[config.mk]
export PLATFORM = sky130hd
export DESIGN_NAME = cam_pixel_capture
export DESIGN_NICKNAME = d
export VERILOG_FILES = /design/src/rtl/cam_pixel_capture.sv
export SDC_FILE = /design/constraint.sdc
export NUM_CORES = 1
export LEC_CHECK = 0
export CAP_MARGIN = 20
export CELL_PAD_IN_SITES_DETAIL_PLACEMENT = 1
export CELL_PAD_IN_SITES_GLOBAL_PLACEMENT = 2
export CORE_MARGIN = 3
export CORE_UTILIZATION = 35
export CTS_CLUSTER_SIZE = 30
export DETAILED_ROUTE_END_ITERATION = 12
export PLACE_DENSITY_LB_ADDON = 0.1
export SYNTH_ARGS = -nofsm -noshare
export SYNTH_HDL_FRONTEND = slang
export SYNTH_SLANG_ARGS = --single-unit
[constraint.sdc]
create_clock -name clk -period 4.8 [get_ports clk]
set_input_delay 0.72 -clock clk [delete_from_list [all_inputs] [get_ports clk]]
set_output_delay 0.72 -clock clk [all_outputs]
set_load 0.01 [all_outputs]
[src/rtl/cam_pixel_capture.sv]
// OV7670 parallel-port capture: pairs bytes into RGB565 pixels and
// emits frame-buffer style vs_n/de/data with geometry checking.
module cam_pixel_capture #(
    parameter int H_RES       = 640,
    parameter int V_RES       = 480,
    parameter int SKIP_FRAMES = 2,
    parameter bit VS_POL      = 1'b1
) (
    input  logic        clk,
    input  logic        rst,
    input  logic        vsync,
    input  logic        href,
    input  logic [7:0]  data_i,
    output logic        vfb_vs_n,
    output logic        vfb_de,
    output logic [15:0] vfb_data,
    output logic [7:0]  frame_cnt,
    output logic        capture_active,
    output logic        err_line,
    output logic        err_frame
);

    localparam int PW        = $clog2(H_RES) + 2;
    localparam int LW        = $clog2(V_RES) + 2;
    localparam int SW        = (SKIP_FRAMES > 1) ? $clog2(SKIP_FRAMES) : 1;
    localparam int SKIP_LAST = (SKIP_FRAMES > 0) ? SKIP_FRAMES - 1 : 0;

    typedef enum logic [1:0] {
        WAIT_VS,
        SKIP,
        ACTIVE
    } state_t;

    state_t        state_q, state_d;
    logic          vs_in_q, hr_in_q;
    logic [7:0]    d_in_q;
    logic          vs_act_q, vs_act_d;
    logic          line_on_q, line_on_d;
    logic          phase_q, phase_d;
    logic [7:0]    hi_q, hi_d;
    logic [SW-1:0] skip_q, skip_d;
    logic [PW-1:0] pix_q, pix_d;
    logic [LW-1:0] line_q, line_d;
    logic [7:0]    frame_q, frame_d;
    logic          vs_n_q, vs_n_d;
    logic          de_q, de_d;
    logic [15:0]   data_q, data_d;
    logic          err_line_q, err_line_d;
    logic          err_frame_q, err_frame_d;

    logic          vs_act, vs_rise, is_active, pix_en, line_fall;
    logic [LW-1:0] line_inc, line_chk;

    always_comb begin
        vs_act    = (vs_in_q == VS_POL);
        vs_rise   = vs_act & ~vs_act_q;
        is_active = (state_q == ACTIVE);
        pix_en    = is_active & hr_in_q & ~vs_act;
        // qualified href dropping also closes a line cut short by vsync
        line_fall = line_on_q & ~pix_en;
        line_inc  = (line_q == '1) ? line_q : line_q + LW'(1);
        line_chk  = line_fall ? line_inc : line_q;

        state_d     = state_q;
        vs_act_d    = vs_act;
        line_on_d   = pix_en;
        phase_d     = 1'b0;
        hi_d        = hi_q;
        skip_d      = skip_q;
        pix_d       = pix_q;
        line_d      = line_q;
        frame_d     = frame_q;
        vs_n_d      = (state_q == WAIT_VS) ? 1'b1 : ~vs_act;
        de_d        = 1'b0;
        data_d      = data_q;
        err_line_d  = err_line_q;
        err_frame_d = err_frame_q;

        unique case (state_q)
            WAIT_VS: begin
                if (vs_rise) begin
                    skip_d  = '0;
                    state_d = (SKIP_FRAMES == 0) ? ACTIVE : SKIP;
                end
            end
            SKIP: begin
                if (vs_rise) begin
                    if (skip_q == SW'(SKIP_LAST)) begin
                        state_d = ACTIVE;
                    end else begin
                        skip_d = skip_q + SW'(1);
                    end
                end
            end
            ACTIVE: begin
                state_d = ACTIVE;
            end
            default: begin
                state_d = WAIT_VS;
            end
        endcase

        if (pix_en) begin
            if (!phase_q) begin
                hi_d    = d_in_q;
                phase_d = 1'b1;
            end else begin
                data_d = {hi_q, d_in_q};
                de_d   = 1'b1;
                if (pix_q != '1) begin
                    pix_d = pix_q + PW'(1);
                end
            end
        end

        if (line_fall) begin
            if (pix_q != PW'(H_RES) || phase_q) begin
                err_line_d = 1'b1;
            end
            pix_d  = '0;
            line_d = line_inc;
        end

        if (is_active && vs_rise) begin
            if (line_chk != LW'(V_RES)) begin
                err_frame_d = 1'b1;
            end
            frame_d = frame_q + 8'd1;
            line_d  = '0;
        end
    end

    always_ff @(posedge clk) begin
        if (rst) begin
            vs_in_q     <= ~VS_POL;
            hr_in_q     <= 1'b0;
            d_in_q      <= '0;
            state_q     <= WAIT_VS;
            vs_act_q    <= 1'b0;
            line_on_q   <= 1'b0;
            phase_q     <= 1'b0;
            hi_q        <= '0;
            skip_q      <= '0;
            pix_q       <= '0;
            line_q      <= '0;
            frame_q     <= '0;
            vs_n_q      <= 1'b1;
            de_q        <= 1'b0;
            data_q      <= '0;
            err_line_q  <= 1'b0;
            err_frame_q <= 1'b0;
        end else begin
            vs_in_q     <= vsync;
            hr_in_q     <= href;
            d_in_q      <= data_i;
            state_q     <= state_d;
            vs_act_q    <= vs_act_d;
            line_on_q   <= line_on_d;
            phase_q     <= phase_d;
            hi_q        <= hi_d;
            skip_q      <= skip_d;
            pix_q       <= pix_d;
            line_q      <= line_d;
            frame_q     <= frame_d;
            vs_n_q      <= vs_n_d;
            de_q        <= de_d;
            data_q      <= data_d;
            err_line_q  <= err_line_d;
            err_frame_q <= err_frame_d;
        end
    end

    assign vfb_vs_n       = vs_n_q;
    assign vfb_de         = de_q;
    assign vfb_data       = data_q;
    assign frame_cnt      = frame_q;
    assign capture_active = (state_q == ACTIVE);
    assign err_line       = err_line_q;
    assign err_frame      = err_frame_q;

endmodule

; Word-level counts from Yosys, hierarchy flattened
; Index checks and enable logic that the tools add are counted.
[word_totals]
reg_bits = 75
latchBits = 0
ramBits = 0
romBits = 0
in_bits = 12
output_inout_bits = 29
mem_count = 0
[classes]
n_addsub = 4
mul = 0
div_mod_pow = 0
magnitude_cmp = 0
eq_ne = 9
shifts = 0
muxes = 12
bitwise_logic = 8
reduce_logical = 15
[ops]
columns = operator, n
row1 = $mux W11, 2
row2 = $add A12 B1 Y12 const B, 1
row3 = $ne A12 B10 Y1 const B, 1
row4 = $ne A12 B12 Y1 const B, 1
row5 = $add A11 B1 Y11 const B, 1
row6 = $eq A11 B11 Y1 const B, 1
row7 = $ne A11 B9 Y1 const B, 1
row8 = $reduce_and A3 Y1, 3
row9 = $add A8 B1 Y8 const B, 1
row10 = $reduce_and A2 Y1, 4
row11 = $reduce_or A2 Y1, 4
row12 = $mux W2, 3
row13 = $ne A2 B2 Y1 const B, 3
row14 = $pmux W2 S3, 1
row15 = $mux W1, 5
row16 = $and A1 B1 Y1, 4
row17 = $not A1 Y1, 4
row18 = $eq A2 B1 Y1 const B, 1
row19 = $eq A2 B2 Y1 const B, 1
row20 = $logic_not A2 Y1, 1
row21 = $pmux W1 S2, 1
row22 = $reduce_bool A2 Y1, 1
row23 = $add A1 B1 Y1 const B, 1
row24 = $logic_and A1 B1 Y1, 1
row25 = $logic_or A1 B1 Y1, 1

; Longest topological paths before layout
; Gate-level depths: netlist of the first run.
[logic_depth]
ltp_word = 8
ltp_mapped = 8

; Worst setup path before layout of the first run
; Ideal clock, no wire load.
[synth_path]
path_type = reg2reg
start = register state_q[0]
end = register err_frame_q (netlist: err_frame)
setup_time_ps = 126
arrival_ps = 1893
required_ps = 4674
setup_slack_ps = 2781
path_stages_with_launch = 8
path_buffers = 0
synth_period_minus_slack_ps = 2019
path_cell_list = dfxtp_1 -> inv_1 -> ha_1 -> nand3b_2 -> nand2_1 -> or4b_2 -> a2111oi_2 -> a21oi_1
[synth_between]
elab_chain_len = 8
elab_cells_between_ends = 9
[synth_lines]
columns = element, line
row1 = from (decl), 34  ; state_t state_q, state_d;
row2 = from (signal assigned), 156  ; state_q <= state_d;
row3 = $eq A2 B2 Y1 *, --
row4 = net capture_active, 18  ; output logic capture_active,
row5 = $and A1 B1 Y1 (2 in series), 58  ; pix_en = is_active & hr_in_q & ~vs_act;
row6 = $not A1 Y1 (no source line), --
row7 = $and A1 B1 Y1, 60  ; line_fall = line_on_q & ~pix_en;
row8 = $mux W11, --
row9 = $ne A11 B9 Y1, 125  ; if (line_chk != LW'(V_RES)) begin
row10 = $reduce_and A2 Y1 (no source line) *, --
row11 = to (signal assigned), 169  ; err_frame_q <= err_frame_d;
row12 = to (decl), 49  ; logic err_frame_q, err_frame_d;
; The timed path passes the listed nets; every way through them passes the cells marked *.
; A chain may end at the register's enable or synchronous reset.

; Final worst setup path of the first run
[layout_path]
start = register state_q[0]
end = register pix_q[9]
[layout_between]
elab_chain_len = 6
elab_cells_between_ends = 7
[layout_lines]
columns = element, line
row1 = $eq A2 B2 Y1 *, 57  ; is_active = (state_q == ACTIVE);
row2 = $and A1 B1 Y1 * (2 in series), 58
row3 = $not A1 Y1 (no source line), --
row4 = $and A1 B1 Y1, 60
row5 = $reduce_or A2 Y1 (no source line), --
row6 = to (signal assigned), 162  ; pix_q <= pix_d;
row7 = to (decl), 42  ; logic [PW-1:0] pix_q, pix_d;
; Mark *: on every way between the ends. The rest lies on a longest branch, timed or not.

==> results of run 1 <==
## worst max path at each step
| stage | endpoint | cells after the start | slack (ns) | from |
|---|---|---|---|---|
| 2_1_floorplan | err_frame$_SDFFE_PP0P_ | 7 | 2.78 | state_q[0]$_SDFFE_PP0P_ |
| 3_3_place_gp | pix_q[9]$_SDFFE_PP0P_ | 7 | 2.41 | state_q[0]$_SDFFE_PP0P_ |
| 3_5_place_dp | pix_q[9]$_SDFFE_PP0P_ | 7 | 2.31 | state_q[0]$_SDFFE_PP0P_ |
| 4_1_cts | pix_q[9]$_SDFFE_PP0P_ | 7 | 2.32 | state_q[0]$_SDFFE_PP0P_ |
| 5_1_grt | pix_q[11]$_SDFFE_PP0P_ | 7 | 2.06 | state_q[0]$_SDFFE_PP0P_ |
| 6_report | pix_q[9]$_SDFFE_PP0P_ | 7 | 2.33 | state_q[0]$_SDFFE_PP0P_ |
## power by group through the flow
stage / Combinational, mW / Sequential (mW) / Clock (mW)
global placement: 0.0433 / 0.649 / 0
floorplan: 0.0272 / 0.648 / 0
finish: 0.0430 / 0.634 / 0.515
detailed placement: 0.0440 / 0.649 / 0
CTS: 0.0441 / 0.634 / 0.535
global route: 0.0484 / 0.636 / 0.566
## Yosys cell counts (2+ instances only)
cell type and instances:
xor2_1 6, nor3b_1 2, ha_1 7, o21ai_0 4, nor2_1 40, nor3_1 10, and3_1 5, nand3_1 7
nor4bb_1 4, dfxtp_1 75, clkbuf_1 13, nor4b_1 2, nor4_1 4, inv_1 8, nor2b_1 12, a21oi_1 34
nand2b_1 2, nand4_1 6, xnor2_1 15, mux2i_1 5, nand2_1 64, or2_2 2, and4_1 2, and3_2 2
## metal layers
metal,global-route usage,routed length (um),vias up
met5,0,0,-
met4,0.07150,138,0
met3,0.03336,193,13
met2,0.2406,3324,37
met1,0.2087,3543,1241
li1,-,-,1284
## cell type report
class	count	area (um2)	area share
repair buffers	40	395.4	0.1041
flip-flops and latches	75	1501	0.3954
inverters	8	30.03	0.007908
well taps	105	131.4	0.03460
clock buffers	10	137.6	0.03624
clock inverters	6	72.57	0.01911
multi-input cells	259	1529	0.4026
## state kept, by name (all words and copies together) (netlist names), 2 cells and up
| signal | count |
|---|---|
| line_q | 11 |
| vfb_data | 16 |
| hi_q | 8 |
| pix_q | 12 |
| frame_cnt | 8 |
| state_q | 2 |
| d_in_q | 8 |
## worst register-to-register path, stage by stage, from the launching register on
cell and delay (ns):
dfxtp_1 0.33, inv_1 0.08, ha_1 0.26, and4b_1 0.69
nand4_1 0.37, nor4bb_1 0.40, xnor2_1 0.17, nor2_1 0.05
## cell families after synthesis
logic type / after synthesis / synth area share
buffers and inverters: 23 / 0.02809
AND/OR/NAND/NOR: 177 / 0.2949
adder cells (fa/ha/maj): 7 / 0.02809
AO/OA/AOI/OAI: 49 / 0.09230
multiplexers: 5 / 0.01605
XOR/XNOR: 21 / 0.05899
flip-flops: 75 / 0.4815
==> qor.yml, run 1 <==
min_path_type: "reg -> reg"
yosysTopAreaCellShare: 0.4815
drv_cap: 0
start_util: 0.3702
synthCells: 357
postSynthAreaPerCell_um2: 8.734
max_freq_ghz: 0.4055
cts_tree: "yes"
dpl_cell_area_um2: 3587
clkPwrFrac: 0.432
tightest_slew_ns: 0.9265
worstPathArrival_ns: 2.70
worst_hold_path.endpoint: "vfb_data[5]$_SDFFE_PP0P_"
crit_buf_inv: 1
slowest_stage: "and4b_1"
ys.flop_type: "dfxtp_1"
rsz0062_at_grt: "no"
fin_crit_ns: 2.466
timing.final.ws_setup_ns: 2.334
finalWirelength_um: 7199
cts-root-buf: "clkbuf_8"
r2r_cells: 7
p_int_mw: 0.9099
fillerInstances: 1017
viasPerCell: 5.119
ir_worst_vdd_mv: 0.1322
row_count: 33
final.setup.tns_ns: 0
switching_power_mw: 0.2821
synth-seq-area-share: 0.4815
synth.largest_area_cell: "dfxtp_1"
combPwrFrac: 0.036
h-tree-depth: 3
dieArea_um2: 10080
layout.nets: 412
insertedDiodeCount: 0
stdcell_count: 503
drtIter0Drc: 78
netlist_area_um2: 3118
cts_buffer_depth: 2
layout_common_cells: "dfxtp_1 (75), nand2_1 (64), nor2_1 (40), clkdlybuf4s50_1 (39), a21oi_1 (34)"
clock_sinks: 75
whs_path_depth: 2
gr-usage-all-layers: 0.1561
final_cell_area_um2: 3797
vias: 2575
pwr-share-seq: 0.532
synthesis.nets: 376
post_cts_buffers: 0
die_h_um: 100.4
critical_path.cell_chain: "inv_1, ha_1, and4b_1, nand4_1, nor4bb_1, xnor2_1, nor2_1"
placed_cells: 487
fin_total_pwr_mw: 1.192
overflow: 0
synth-edff-count: 0
crit_family: "simple AND/OR/NAND/NOR gates"
cts_resized: 0
skew_ns: 0.01065
die_x_um: 100.4
setup.worst_path.end_class: "flop"
crit_type: "reg -> reg"
worstSetupStartpointType: "flop"
crit_required_ns: 5.03
synthToLayoutAreaGrowth_pct: 21.79
synth_warnings: 0
hp-start: "d_in_q[5]$_SDFF_PP0_"
finalHoldViolations: 0
slew_headroom: 0.3823
path_clk_slew_ns: 0.09
ctsHoldBuffers: 0
grt_first_pass_wirelength_um: 12610
worstSkewPairLatency_ns: 0.35
reg2reg_to: "pix_q[9]$_SDFFE_PP0P_"
synth_cell_types: 50
setup_viol: 0
leakage_nw: 1.326
final_max_slew_viol_count: 0
path_max_fanout: 19
synth.area.top_cells: "dfxtp_1 (48%), nand2_1 (7.7%), a21oi_1 (5.5%), nor2_1 (4.8%), xnor2_1 (4.2%)"
cts_buffers: 9
drtPass1Iterations: 4
synth-seq-cells: 75
synthArstFlopShare: 0
antenna_found_initial: 0
rr_startpoint: "state_q[0]$_SDFFE_PP0P_"
final_util: 0.4508
place_congestion: 0.7887
ant_nets: 0
drc: 0
p_sw_frac: 0.2367
coreArea_um2: 8423
wire_per_inst_um: 14.31
holdWs_ns: 0.4536
port_buffers: 40
layout.cells.most_common: "dfxtp_1"
power.density_nw_per_um2: 313.9
max_stage_delay_ns: 0.68
timing.final.crit_share: 0.5138
status: "completed"
grt_max_degree: 54
place_hpwl_um: 4977
rrSetupSlack_ns: 2.33
grt_pass1_vias: 2639
ios: 41
drive_gt1_frac: 0.07789
place_ws_ns: 2.309
Power figures use the tool's default switching activity.
==> run 2: changes to the inputs <==
--- a/config.mk
+++ b/config.mk
@@ -9,7 +9,7 @@
 export CELL_PAD_IN_SITES_DETAIL_PLACEMENT = 1
 export CELL_PAD_IN_SITES_GLOBAL_PLACEMENT = 2
 export CORE_MARGIN = 3
-export CORE_UTILIZATION = 35
+export CORE_UTILIZATION = 30
 export CTS_CLUSTER_SIZE = 30
 export DETAILED_ROUTE_END_ITERATION = 12
 export PLACE_DENSITY_LB_ADDON = 0.1
==> constraint.sdc (replaced) <==
create_clock -name clk -period 2.1 [get_ports clk]
set_input_delay 0.315 -clock clk [delete_from_list [all_inputs] [get_ports clk]]
set_output_delay 0.315 -clock clk [all_outputs]
set_load 0.01 [all_outputs]
==> run 2 against run 1 <==
Against the previous run: register-to-register slack got worse by 2.2 ns; largest cell class unchanged; critical endpoint is now capture_active; clock skew is 0.0039 ns higher; critical path depth decreased by 3; non-clock buffer count up 15; die area rose by 16%; wire length rose by 3.2%; via count fell by 0.23%.
==> qor.yml, run 2 (same netlist as run 1, synthesis figures left out) <==
dpl_cell_area_um2: 3735  # +4.1%
drc: 0  # unchanged
vias: 2569  # -0.23%
path_max_fanout: 4  # -15
cts-root-buf: "clkbuf_8"
cts_tree: "yes"
worstPathArrival_ns: 1.67  # -1.03 ns
ir_worst_vdd_mv: 0.3779  # +190%
overflow: 0  # unchanged
min_path_type: "in -> reg"
place_hpwl_um: 5133  # +3.1%
power.density_nw_per_um2: 661.1  # +110%
grt_first_pass_wirelength_um: 12930  # +2.6%
leakage_nw: 1.407  # +6.2%
synthToLayoutAreaGrowth_pct: 26.61
place_congestion: 0.7691  # -2.5%
row_count: 36  # +9.1%
drive_gt1_frac: 0.1186  # +0.04075
antenna_found_initial: 0  # unchanged
timing.final.crit_share: 0.9438
cts_buffers: 9  # unchanged
holdWs_ns: 0.1671  # -0.2866 ns
fin_total_pwr_mw: 2.610  # +120%
whs_path_depth: 2  # unchanged
worstSkewPairLatency_ns: 0.35  # about the same
crit_required_ns: 1.78  # -3.25 ns
max_freq_ghz: 0.5045
dieArea_um2: 11650  # +16%
path_clk_slew_ns: 0.09  # about the same
insertedDiodeCount: 0  # unchanged
ios: 41  # unchanged
final_max_slew_viol_count: 0  # unchanged
gr-usage-all-layers: 0.1396  # -0.01646
r2r_cells: 7  # unchanged
h-tree-depth: 3  # unchanged
die_x_um: 107.9  # +7.5%
timing.final.ws_setup_ns: 0.1180  # -2.216 ns
finalHoldViolations: 0  # unchanged
die_h_um: 107.9  # +7.5%
finalWirelength_um: 7427  # +3.2%
slew_headroom: 0.5853  # +0.2030
largest_reg_flops: 16  # unchanged
grt_max_degree: 51  # -5.6%
layout_common_cells: "dfxtp_1 (74), nand2_1 (64), nor2_1 (40), clkdlybuf4s50_1 (39), a21oi_1 (34)"
ant_nets: 0  # unchanged
fillerInstances: 1187  # +17%
layout.cells.most_common: "dfxtp_1"
skew_ns: 0.01456  # +0.003912 ns
worstSetupStartpointType: "flop"
fin_crit_ns: 1.982
viasPerCell: 4.705  # -8.1%
setup_viol: 0  # unchanged
ctsHoldBuffers: 0  # unchanged
drv_cap: 0  # unchanged
clock_sinks: 75  # unchanged
tightest_slew_ns: 0.6172  # -0.3093 ns
status: "completed"
cts_buffer_depth: 2  # unchanged
crit_type: "reg -> out"
drtPass1Iterations: 5  # +1
place_ws_ns: -0.02568  # -2.334 ns
final.setup.tns_ns: 0  # unchanged
coreArea_um2: 9955  # +18%
start_util: 0.3132  # -0.05695
drtIter0Drc: 59  # -24%
setup.worst_path.end_class: "primary output"
layout.nets: 427  # +3.6%
port_buffers: 40  # unchanged
wire_per_inst_um: 13.60  # -5.0%
final_cell_area_um2: 3948  # +4.0%
rsz0062_at_grt: "yes"
grt_pass1_vias: 2608  # -1.2%
## run 2: cell type report
type	instances	area, um2	area share
clock buffers	10	137.6	0.03487
flip-flops and latches	75	1503	0.3807
clock inverters	6	46.29	0.01173
well taps	133	166.4	0.04216
inverters	8	30.03	0.007607
multi-input cells	259	1556	0.3943
repair buffers	55	508.0	0.1287
## run 2: what timing repair did
action	4_1_cts	5_1_grt
resized for setup	2	4
setup buffers	0	0
setup endpoints to repair	1	3
hold endpoints to repair	0	0
cloned	0	0
## run 2: where the power goes
| part | leakage (nW) | switching (mW) | total [mW] | internal [mW] |
|---|---|---|---|---|
| logic | 0.710 | 0.0556 | 0.106 | 0.0504 |
| registers | 0.607 | 0.0117 | 1.45 | 1.44 |
| clock network | 0.0897 | 0.582 | 1.05 | 0.472 |
| total | 1.41 | 0.649 | 2.61 | 1.96 |
## run 2: through the flow
step | utilization | cells
after floorplan | - | 357
after global placement | 0.3752 | 530
after detailed placement | 0.3752 | 530
after CTS | 0.3948 | 546
after global routing | 0.3966 | 546
final | 0.3966 | 546
## run 2: metal layers
metal | share of wire | up-vias | GRT usage
met5 | 0 | - | 0
met4 | 0.013 | 0 | 0.03787
met3 | 0.051 | 9 | 0.05313
met2 | 0.44 | 41 | 0.2167
met1 | 0.49 | 1203 | 0.1822
li1 | - | 1316 | -
## run 2: worst paths after layout
path	start	slack (ns)	endpoint
setup / recovery	state_q[0]$_SDFFE_PP0P_	0.12	capture_active
setup reg to reg	state_q[0]$_SDFFE_PP0P_	0.14	pix_q[9]$_SDFFE_PP0P_
hold reg to reg	vfb_data[11]$_SDFFE_PP0P_	0.46	vfb_data[11]$_SDFFE_PP0P_
hold / removal	rst	0.17	err_line$_SDFFE_PP0P_
## run 2: worst max-delay path, stage by stage, from the launching register on
cell and delay, ns:
dfxtp_2 0.34, inv_1 0.09, ha_2 0.24, buf_4 0.13, clkdlybuf4s50_1 0.52
